==> src/rtl/i2c_arb_pkg.sv <==
// Shared types and constants for the two-requester I2C master arbiter.
package i2c_arb_pkg;

  localparam int unsigned NUM_REQ = 2;
  localparam int unsigned BYTE_W  = 8;

  localparam logic [1:0] RSP_ACK   = 2'b00;
  localparam logic [1:0] RSP_NACK  = 2'b01;
  localparam logic [1:0] RSP_TO    = 2'b10;
  localparam logic [1:0] RSP_ABORT = 2'b11;

  typedef enum logic [2:0] {
    ST_IDLE,
    ST_ISSUE,
    ST_WAIT_RSP,
    ST_HOLD,
    ST_ABORT_ISSUE,
    ST_ABORT_WAIT
  } state_e;

  typedef struct packed {
    logic              start;
    logic              stop;
    logic              rw;
    logic [BYTE_W-1:0] data;
  } cmd_t;

  function automatic logic [NUM_REQ-1:0] onehot(input logic idx);
    return idx ? 2'b10 : 2'b01;
  endfunction

  // Extract requester idx's command fields from the packed request vectors.
  function automatic cmd_t pick_cmd(input logic [NUM_REQ-1:0]        st,
                                    input logic [NUM_REQ-1:0]        sp,
                                    input logic [NUM_REQ-1:0]        rw,
                                    input logic [NUM_REQ*BYTE_W-1:0] data,
                                    input logic                      idx);
    cmd_t c;
    c.start = st[idx];
    c.stop  = sp[idx];
    c.rw    = rw[idx];
    c.data  = idx ? data[2*BYTE_W-1:BYTE_W] : data[BYTE_W-1:0];
    return c;
  endfunction

endpackage

==> src/rtl/i2c_master_arbiter_if.sv <==
// Requester command/response bus plus the byte-engine control bus.
interface i2c_master_arbiter_if;
  import i2c_arb_pkg::*;

  logic [NUM_REQ-1:0]        req_valid;
  logic [NUM_REQ-1:0]        req_ready;
  logic [NUM_REQ-1:0]        req_start;
  logic [NUM_REQ-1:0]        req_stop;
  logic [NUM_REQ-1:0]        req_rw;
  logic [NUM_REQ*BYTE_W-1:0] req_data;
  logic [NUM_REQ-1:0]        rsp_valid;
  logic [1:0]                rsp_status;
  logic [BYTE_W-1:0]         rsp_data;
  logic [NUM_REQ-1:0]        grant;
  logic                      m_start;
  logic                      m_stop;
  logic                      m_rw;
  logic [BYTE_W-1:0]         m_dataW;
  logic                      m_go;
  logic                      m_ack;
  logic                      m_nack;
  logic                      m_to;
  logic [BYTE_W-1:0]         m_dataR;
  logic                      m_busy;

  modport master (
    input  req_valid, req_start, req_stop, req_rw, req_data,
    input  m_ack, m_nack, m_to, m_dataR, m_busy,
    output req_ready, rsp_valid, rsp_status, rsp_data, grant,
    output m_start, m_stop, m_rw, m_dataW, m_go
  );

  modport slave (
    output req_valid, req_start, req_stop, req_rw, req_data,
    output m_ack, m_nack, m_to, m_dataR, m_busy,
    input  req_ready, rsp_valid, rsp_status, rsp_data, grant,
    input  m_start, m_stop, m_rw, m_dataW, m_go
  );
endinterface

==> src/rtl/rr_arbiter_2.sv <==
// Two-way round-robin pick: on a tie the requester that did not own the bus last wins.
module rr_arbiter_2 (
  input  logic [1:0] req_i,
  input  logic       last_i,
  output logic       pick_valid_c,
  output logic       pick_idx_c
);
  always_comb begin
    pick_valid_c = |req_i;
    pick_idx_c   = (&req_i) ? ~last_i : req_i[1];
  end
endmodule

==> src/rtl/i2c_master_arbiter.sv <==
// Shares one byte-level I2C master engine between two requesters, one whole transaction at a time,
// and forces a STOP itself after a mid-transaction NACK or an idle holder.
module i2c_master_arbiter
  import i2c_arb_pkg::*;
#(
  parameter int unsigned HOLD_TIMEOUT = 1024
) (
  input  logic                 clock,
  input  logic                 reset,
  i2c_master_arbiter_if.master bus
);

  localparam int unsigned      CNT_W    = $clog2(HOLD_TIMEOUT);
  localparam logic [CNT_W-1:0] CNT_LAST = CNT_W'(HOLD_TIMEOUT - 1);

  state_e                state_q, state_d;
  cmd_t                  cmd_q, cmd_d;
  logic [NUM_REQ-1:0]    grant_q, grant_d;
  logic                  last_q, last_d;
  logic [CNT_W-1:0]      cnt_q, cnt_d;
  logic [NUM_REQ-1:0]    req_ready_q, req_ready_d;
  logic [NUM_REQ-1:0]    rsp_valid_q, rsp_valid_d;
  logic [1:0]            rsp_status_q, rsp_status_d;
  logic [BYTE_W-1:0]     rsp_data_q, rsp_data_d;
  logic [NUM_REQ-1:0]    bad_q, bad_d;
  logic                  m_go_q, m_go_d;
  logic                  m_start_q, m_start_d;
  logic                  m_stop_q, m_stop_d;
  logic                  m_rw_q, m_rw_d;
  logic [BYTE_W-1:0]     m_dataw_q, m_dataw_d;

  logic [NUM_REQ-1:0]    eligible, good_req, bad_req;
  logic                  pick_valid, pick_idx, holder, any_done;

  // A requester whose ready pulse is on the bus right now is completing its handshake; don't re-accept.
  assign eligible = bus.req_valid & ~req_ready_q;
  assign good_req = eligible & bus.req_start;
  assign bad_req  = eligible & ~bus.req_start;
  assign holder   = grant_q[1];
  assign any_done = bus.m_ack | bus.m_nack | bus.m_to;

  rr_arbiter_2 u_rr (
    .req_i        (good_req),
    .last_i       (last_q),
    .pick_valid_c (pick_valid),
    .pick_idx_c   (pick_idx)
  );

  always_comb begin
    state_d      = state_q;
    cmd_d        = cmd_q;
    grant_d      = grant_q;
    last_d       = last_q;
    cnt_d        = cnt_q;
    req_ready_d  = '0;
    bad_d        = '0;
    rsp_valid_d  = bad_q;
    rsp_status_d = (|bad_q) ? RSP_ABORT : rsp_status_q;
    rsp_data_d   = rsp_data_q;
    m_go_d       = 1'b0;
    m_start_d    = m_start_q;
    m_stop_d     = m_stop_q;
    m_rw_d       = m_rw_q;
    m_dataw_d    = m_dataw_q;

    case (state_q)
      ST_IDLE: begin
        if (!bus.m_busy) begin
          if (pick_valid) begin
            req_ready_d = onehot(pick_idx);
            grant_d     = onehot(pick_idx);
            cmd_d       = pick_cmd(bus.req_start, bus.req_stop, bus.req_rw, bus.req_data, pick_idx);
            state_d     = ST_ISSUE;
          end else if (bad_req[0]) begin
            req_ready_d = 2'b01;
            bad_d       = 2'b01;
          end else if (bad_req[1]) begin
            req_ready_d = 2'b10;
            bad_d       = 2'b10;
          end
        end
      end
      ST_ISSUE: begin
        m_go_d    = 1'b1;
        m_start_d = cmd_q.start;
        m_stop_d  = cmd_q.stop;
        m_rw_d    = cmd_q.rw;
        m_dataw_d = cmd_q.data;
        state_d   = ST_WAIT_RSP;
      end
      ST_WAIT_RSP: begin
        if (bus.m_to) begin
          rsp_valid_d  = onehot(holder);
          rsp_status_d = RSP_TO;
          grant_d      = '0;
          last_d       = holder;
          state_d      = ST_IDLE;
        end else if (bus.m_nack) begin
          rsp_valid_d  = onehot(holder);
          rsp_status_d = RSP_NACK;
          if (cmd_q.stop) begin
            grant_d = '0;
            last_d  = holder;
            state_d = ST_IDLE;
          end else begin
            state_d = ST_ABORT_ISSUE;
          end
        end else if (bus.m_ack) begin
          rsp_valid_d  = onehot(holder);
          rsp_status_d = RSP_ACK;
          rsp_data_d   = bus.m_dataR;
          if (cmd_q.stop) begin
            grant_d = '0;
            last_d  = holder;
            state_d = ST_IDLE;
          end else begin
            cnt_d   = '0;
            state_d = ST_HOLD;
          end
        end
      end
      ST_HOLD: begin
        // Holder's next byte beats the timeout when both land in the same cycle.
        if (eligible[holder] && !bus.m_busy) begin
          req_ready_d = onehot(holder);
          cmd_d       = pick_cmd(bus.req_start, bus.req_stop, bus.req_rw, bus.req_data, holder);
          cnt_d       = '0;
          state_d     = ST_ISSUE;
        end else if (cnt_q == CNT_LAST) begin
          rsp_valid_d  = onehot(holder);
          rsp_status_d = RSP_ABORT;
          state_d      = ST_ABORT_ISSUE;
        end else if (cnt_q != '1) begin
          cnt_d = cnt_q + CNT_W'(1);
        end
      end
      ST_ABORT_ISSUE: begin
        m_go_d    = 1'b1;
        m_start_d = 1'b0;
        m_stop_d  = 1'b1;
        m_rw_d    = 1'b0;
        m_dataw_d = '0;
        state_d   = ST_ABORT_WAIT;
      end
      ST_ABORT_WAIT: begin
        if (any_done) begin
          grant_d = '0;
          last_d  = holder;
          state_d = ST_IDLE;
        end
      end
      default: state_d = ST_IDLE;
    endcase
  end

  always_ff @(posedge clock) begin
    if (reset) begin
      state_q      <= ST_IDLE;
      cmd_q        <= '0;
      grant_q      <= '0;
      last_q       <= 1'b1;
      cnt_q        <= '0;
      req_ready_q  <= '0;
      bad_q        <= '0;
      rsp_valid_q  <= '0;
      rsp_status_q <= '0;
      rsp_data_q   <= '0;
      m_go_q       <= 1'b0;
      m_start_q    <= 1'b0;
      m_stop_q     <= 1'b0;
      m_rw_q       <= 1'b0;
      m_dataw_q    <= '0;
    end else begin
      state_q      <= state_d;
      cmd_q        <= cmd_d;
      grant_q      <= grant_d;
      last_q       <= last_d;
      cnt_q        <= cnt_d;
      req_ready_q  <= req_ready_d;
      bad_q        <= bad_d;
      rsp_valid_q  <= rsp_valid_d;
      rsp_status_q <= rsp_status_d;
      rsp_data_q   <= rsp_data_d;
      m_go_q       <= m_go_d;
      m_start_q    <= m_start_d;
      m_stop_q     <= m_stop_d;
      m_rw_q       <= m_rw_d;
      m_dataw_q    <= m_dataw_d;
    end
  end

  assign bus.req_ready  = req_ready_q;
  assign bus.rsp_valid  = rsp_valid_q;
  assign bus.rsp_status = rsp_status_q;
  assign bus.rsp_data   = rsp_data_q;
  assign bus.grant      = grant_q;
  assign bus.m_go       = m_go_q;
  assign bus.m_start    = m_start_q;
  assign bus.m_stop     = m_stop_q;
  assign bus.m_rw       = m_rw_q;
  assign bus.m_dataW    = m_dataw_q;

endmodule

==> src/flat_wrapper.sv <==
// flat-port wrapper written by rule: the top's interface ports become plain ports
module i2c_master_arbiter_flat import i2c_arb_pkg::*;
#(
  parameter int unsigned HOLD_TIMEOUT = 1024
)
  (clock, reset, bus_req_valid, bus_req_start, bus_req_stop, bus_req_rw, bus_req_data, bus_m_ack, bus_m_nack, bus_m_to, bus_m_dataR, bus_m_busy, bus_req_ready, bus_rsp_valid, bus_rsp_status, bus_rsp_data, bus_grant, bus_m_start, bus_m_stop, bus_m_rw, bus_m_dataW, bus_m_go);
  i2c_master_arbiter_if bus_i ();
  input  logic clock;
  input  logic reset;
  input wire logic [$bits(bus_i.req_valid)-1:0] bus_req_valid;
  input wire logic [$bits(bus_i.req_start)-1:0] bus_req_start;
  input wire logic [$bits(bus_i.req_stop)-1:0] bus_req_stop;
  input wire logic [$bits(bus_i.req_rw)-1:0] bus_req_rw;
  input wire logic [$bits(bus_i.req_data)-1:0] bus_req_data;
  input wire logic [$bits(bus_i.m_ack)-1:0] bus_m_ack;
  input wire logic [$bits(bus_i.m_nack)-1:0] bus_m_nack;
  input wire logic [$bits(bus_i.m_to)-1:0] bus_m_to;
  input wire logic [$bits(bus_i.m_dataR)-1:0] bus_m_dataR;
  input wire logic [$bits(bus_i.m_busy)-1:0] bus_m_busy;
  output wire logic [$bits(bus_i.req_ready)-1:0] bus_req_ready;
  output wire logic [$bits(bus_i.rsp_valid)-1:0] bus_rsp_valid;
  output wire logic [$bits(bus_i.rsp_status)-1:0] bus_rsp_status;
  output wire logic [$bits(bus_i.rsp_data)-1:0] bus_rsp_data;
  output wire logic [$bits(bus_i.grant)-1:0] bus_grant;
  output wire logic [$bits(bus_i.m_start)-1:0] bus_m_start;
  output wire logic [$bits(bus_i.m_stop)-1:0] bus_m_stop;
  output wire logic [$bits(bus_i.m_rw)-1:0] bus_m_rw;
  output wire logic [$bits(bus_i.m_dataW)-1:0] bus_m_dataW;
  output wire logic [$bits(bus_i.m_go)-1:0] bus_m_go;
  assign bus_i.req_valid = bus_req_valid;
  assign bus_i.req_start = bus_req_start;
  assign bus_i.req_stop = bus_req_stop;
  assign bus_i.req_rw = bus_req_rw;
  assign bus_i.req_data = bus_req_data;
  assign bus_i.m_ack = bus_m_ack;
  assign bus_i.m_nack = bus_m_nack;
  assign bus_i.m_to = bus_m_to;
  assign bus_i.m_dataR = bus_m_dataR;
  assign bus_i.m_busy = bus_m_busy;
  assign bus_req_ready = bus_i.req_ready;
  assign bus_rsp_valid = bus_i.rsp_valid;
  assign bus_rsp_status = bus_i.rsp_status;
  assign bus_rsp_data = bus_i.rsp_data;
  assign bus_grant = bus_i.grant;
  assign bus_m_start = bus_i.m_start;
  assign bus_m_stop = bus_i.m_stop;
  assign bus_m_rw = bus_i.m_rw;
  assign bus_m_dataW = bus_i.m_dataW;
  assign bus_m_go = bus_i.m_go;
  i2c_master_arbiter #(.HOLD_TIMEOUT(HOLD_TIMEOUT)) u_core (.clock(clock), .reset(reset), .bus(bus_i));
endmodule
==> config.mk <==
export PLATFORM = sky130hd
export DESIGN_NAME = i2c_master_arbiter_flat
export DESIGN_NICKNAME = d
export VERILOG_FILES = /design/src/rtl/i2c_arb_pkg.sv /design/src/rtl/i2c_master_arbiter_if.sv /design/src/rtl/rr_arbiter_2.sv /design/src/rtl/i2c_master_arbiter.sv /design/src/flat_wrapper.sv
export SDC_FILE = /design/constraint.sdc
export NUM_CORES = 1
export LEC_CHECK = 0
export CAP_MARGIN = 15
export CORE_MARGIN = 1.5
export CORE_UTILIZATION = 45
export CTS_CLUSTER_SIZE = 16
export DETAILED_ROUTE_END_ITERATION = 12
export PLACE_DENSITY = 0.77
export SETUP_SLACK_MARGIN = 0.05
export SKIP_CTS_REPAIR_TIMING = 1
export SLEW_MARGIN = 25
export SYNTH_ARGS = -nofsm -noshare
export SYNTH_HDL_FRONTEND = slang
export SYNTH_HIERARCHICAL = 1
export SYNTH_SLANG_ARGS = --single-unit
export TNS_END_PERCENT = 5
==> constraint.sdc <==
create_clock -name clock -period 2.1 [get_ports clock]
set_input_delay 0.315 -clock clock [delete_from_list [all_inputs] [get_ports clock]]
set_output_delay 0.315 -clock clock [all_outputs]
set_load 0.05 [all_outputs]
==> results.tsv <==
stage	metric	value	unit
power_and_ir_drop	Leak Pwr	1.448	nW
clock_network	CTS tree	done	
placement	Final Wtd Congestion	0.8684	
power_and_ir_drop	Reg power frac	0.365	
logic_synthesis	Area contributors post-synth	dfxtp_1, mux2i_1, nor2_1	
sta	RSZ-0062 raised after global routing	true	
logic_synthesis	Warnings, synthesis	6	
global_route	grt ovf	0	
routing	vias per std cell	5.721	
logic_synthesis	Post-synth ARST share	0	
sta	endpoints failing hold	0	
sta	Max Clk Rate	504.2	MHz
global_route	initial antenna violation count	0	
critical_path	critical path launch point	u_core/bus.grant[1]	
floorplanning	core area	5991	sq um
critical_path	crit-path cells	buf_4, clkdlybuf4s50_1	
power_and_ir_drop	PD cells	1031	nW/um^2
clock_network	worst skew pair latency	0.32	ns
routing	WL/cell	14.81	um
power_and_ir_drop	P_int	0.002322	W
placement	port buffer count	65	
finish	post-route cell area	3851	sq um
sta	fin crit period	1.983	ns
routing	antenna viol nets, final	0	
placement	placed cell count	458	
finish	fraction of layout cells with a size suffix above 1	0.1816	
critical_path	Startpoint Class	register	
finish	Nets	429	
routing	DRC	0	
logic_synthesis	leading area contributor after synthesis	dfxtp_1	
finish	Reg area	1104	sq um
floorplanning	Ports	66	
critical_path	CP top delay family	buffers and inverters	
power_and_ir_drop	Comb pwr share	0.478	
logic_synthesis	syn_area_per_cell	9.090	sq um
logic_synthesis	synthesized area	2809	sq um
placement	placed instance area	3709	sq um
clock_network	clock buffer depth	2	
finish	number of diodes	0	
logic_synthesis	area share of the largest cell type after synthesis	0.3920	
critical_path	top fanout value on the critical path	10	
finish	commonest non-fill, non-tap cells in the layout	clkdlybuf4s50_1, dfxtp_1, nor2_1	
critical_path	CP max-delay cell	clkdlybuf4s50_1	
critical_path	worst path required time	1.78	ns
sta	Final setup viols	0	
placement	HPWL Detailed	5206	um
sta	setup TNS	0	ns
sta	Worst Max-Slew Pin Slew	0.6982	ns
hold_path	hold_sp	reset	
power_and_ir_drop	Max VDD drop	0.0005100	V
finish	Area Growth Syn to Fin	37.10	%
logic_synthesis	post-synthesis sequential area ratio	0.3920	
power_and_ir_drop	switching share of power	0.4154	
global_route	largest net degree at the start of global routing	29	
clock_network	CTS sink count	55	
sta	Final period util	0.9444	
power_and_ir_drop	switching power of the nets	0.001650	W
routing	WL final	6901	um
floorplanning	die height	82.01	um
critical_path	Reg2Reg Setup Slack	0.13	ns
global_route	vias in the first global route	2400	
hold_path	HP Class	in -> reg	
logic_synthesis	post-synthesis cell count	309	
floorplanning	Chip Width	82.01	um
critical_path	Crit path largest cell delay	0.82	ns
floorplanning	die area	6725	sq um
sta	Max Transition Viols Final	0	
power_and_ir_drop	Clk pwr share	0.158	
clock_network	TritonCTS Buffers	5	
routing	DR iter-0 viols	182	
critical_path	Crit Path Class	reg -> out	
clock_network	Root Buffer	clkbuf_8	
finish	area occupied by multi-input gates	1642	sq um
run	max-cap violations	0	
logic_synthesis	syn_nets	348	
finish	Fill cells	504	
logic_synthesis	top_reg_cell synth	dfxtp_1	
global_route	first-pass GRT wire length	10790	um
logic_synthesis	synthesis-stage register bit count	55	
sta	hold_ws	0.4149	ns
finish	Cell Count, Final, Fillers Out	466	
logic_synthesis	Netlist cell types	60	
sta	Slew headroom	0.5296	
finish	most common cell after layout, fill and taps aside	clkdlybuf4s50_1	
critical_path	reg2reg start	u_core/cnt_q[0]	
logic_synthesis	number of synthesized flops with an enable pin	0	
clock_network	Clock transition at path regs	0.11	ns
critical_path	element type at the critical path end	primary output	
sta	Setup WS post-layout	0.1168	ns
routing	TritonRoute pass-1 iters	5	
global_route	GRT Total Usage	0.2081	
floorplanning	Starting Density	0.4689	
critical_path	Worst EP arrival	1.67	ns
floorplanning	FP Rows	28	
sta	clock skew	0.01134	ns
clock_network	H-Tree Depth	2	
critical_path	WP buf/inv	2	
routing	Vias	2666	
placement	dpl ws	-0.2553	ns
run_status	status	completed	
-- cell families after synthesis --
kind of cell / share of synthesized area
compound gates: 0.2530
xor+xnor: 0.01247
fa+ha+maj: 0.004454
buf+inv: 0.04187
flops: 0.3920
mux: 0.07840
simple gates: 0.2178
-- worst paths after layout --
kind,end,cells past startpoint
setup reg to reg,u_core/bus.rsp_valid[1],6
hold / removal,u_core/bus.rsp_data[7],2
setup / recovery,bus_grant[1],2
hold reg to reg,u_core/cnt_q[1],2
-- stage by stage --
step           utilization  power [W]
2_1_floorplan            -   0.002770
3_3_place_gp        0.6190   0.003245
3_5_place_dp        0.6190   0.003314
4_1_cts             0.6351   0.003941
5_1_grt             0.6429   0.004198
6_report            0.6429   0.003971
-- layer usage --
layer	GRT usage	share of wire	vias to the layer above
met1	0.2597	0.44	1265
met5	0	0	-
met3	0.03667	0.053	8
li1	-	-	1312
met2	0.3615	0.50	81
met4	0.06610	0.013	0
-- flip-flops by register name, indices dropped and copies added (netlist names), 2 cells and up --
| register | flops |
|---|---|
| u_core/state_q | 3 |
| u_core/bus.grant | 2 |
| u_core/bus.m_dataW | 8 |
| u_core/cmd_q | 11 |
| u_core/bus.rsp_valid | 2 |
| u_core/bus.rsp_status | 2 |
| u_core/bus.req_ready | 2 |
| u_core/cnt_q | 10 |
| u_core/bad_q | 2 |
| u_core/bus.rsp_data | 8 |
-- final cells by class --
cell class,instances,share of cell area
Inverter,6,0.005848
Tap cell,75,0.02437
Clock buffer,5,0.01787
Timing Repair Buffer,93,0.2320
Clock inverter,3,0.007148
Multi-Input combinational cell,229,0.4263
Sequential cell,55,0.2866
-- cell usage after synthesis (all sizes together), types with 4 or more instances --
| cell | instances |
|---|---|
| nand3b | 5 |
| a22oi | 11 |
| o21a | 4 |
| and2 | 4 |
| a211oi | 12 |
| nand2b | 7 |
| a21oi | 19 |
| buf | 6 |
| dfxtp | 55 |
| nand3 | 6 |
| inv | 6 |
| or3 | 5 |
| nand2 | 11 |
| nor2 | 40 |
| clkbuf | 13 |
| o31ai | 4 |
| and4 | 4 |
| mux2i | 22 |
| or2 | 4 |
| nor3 | 11 |
| a22o | 11 |
| o21ai | 8 |
-- power groups by stage --
stage | registers [W] | clock network [W] | logic (W)
after floorplan | 0.00162 | 0 | 0.00115
final | 0.00145 | 0.000627 | 0.00190
after global placement | 0.00146 | 0 | 0.00178
after global routing | 0.00148 | 0.000673 | 0.00205
after detailed placement | 0.00147 | 0 | 0.00185
after CTS | 0.00144 | 0.000646 | 0.00185
(Power assumes the default switching activity.)
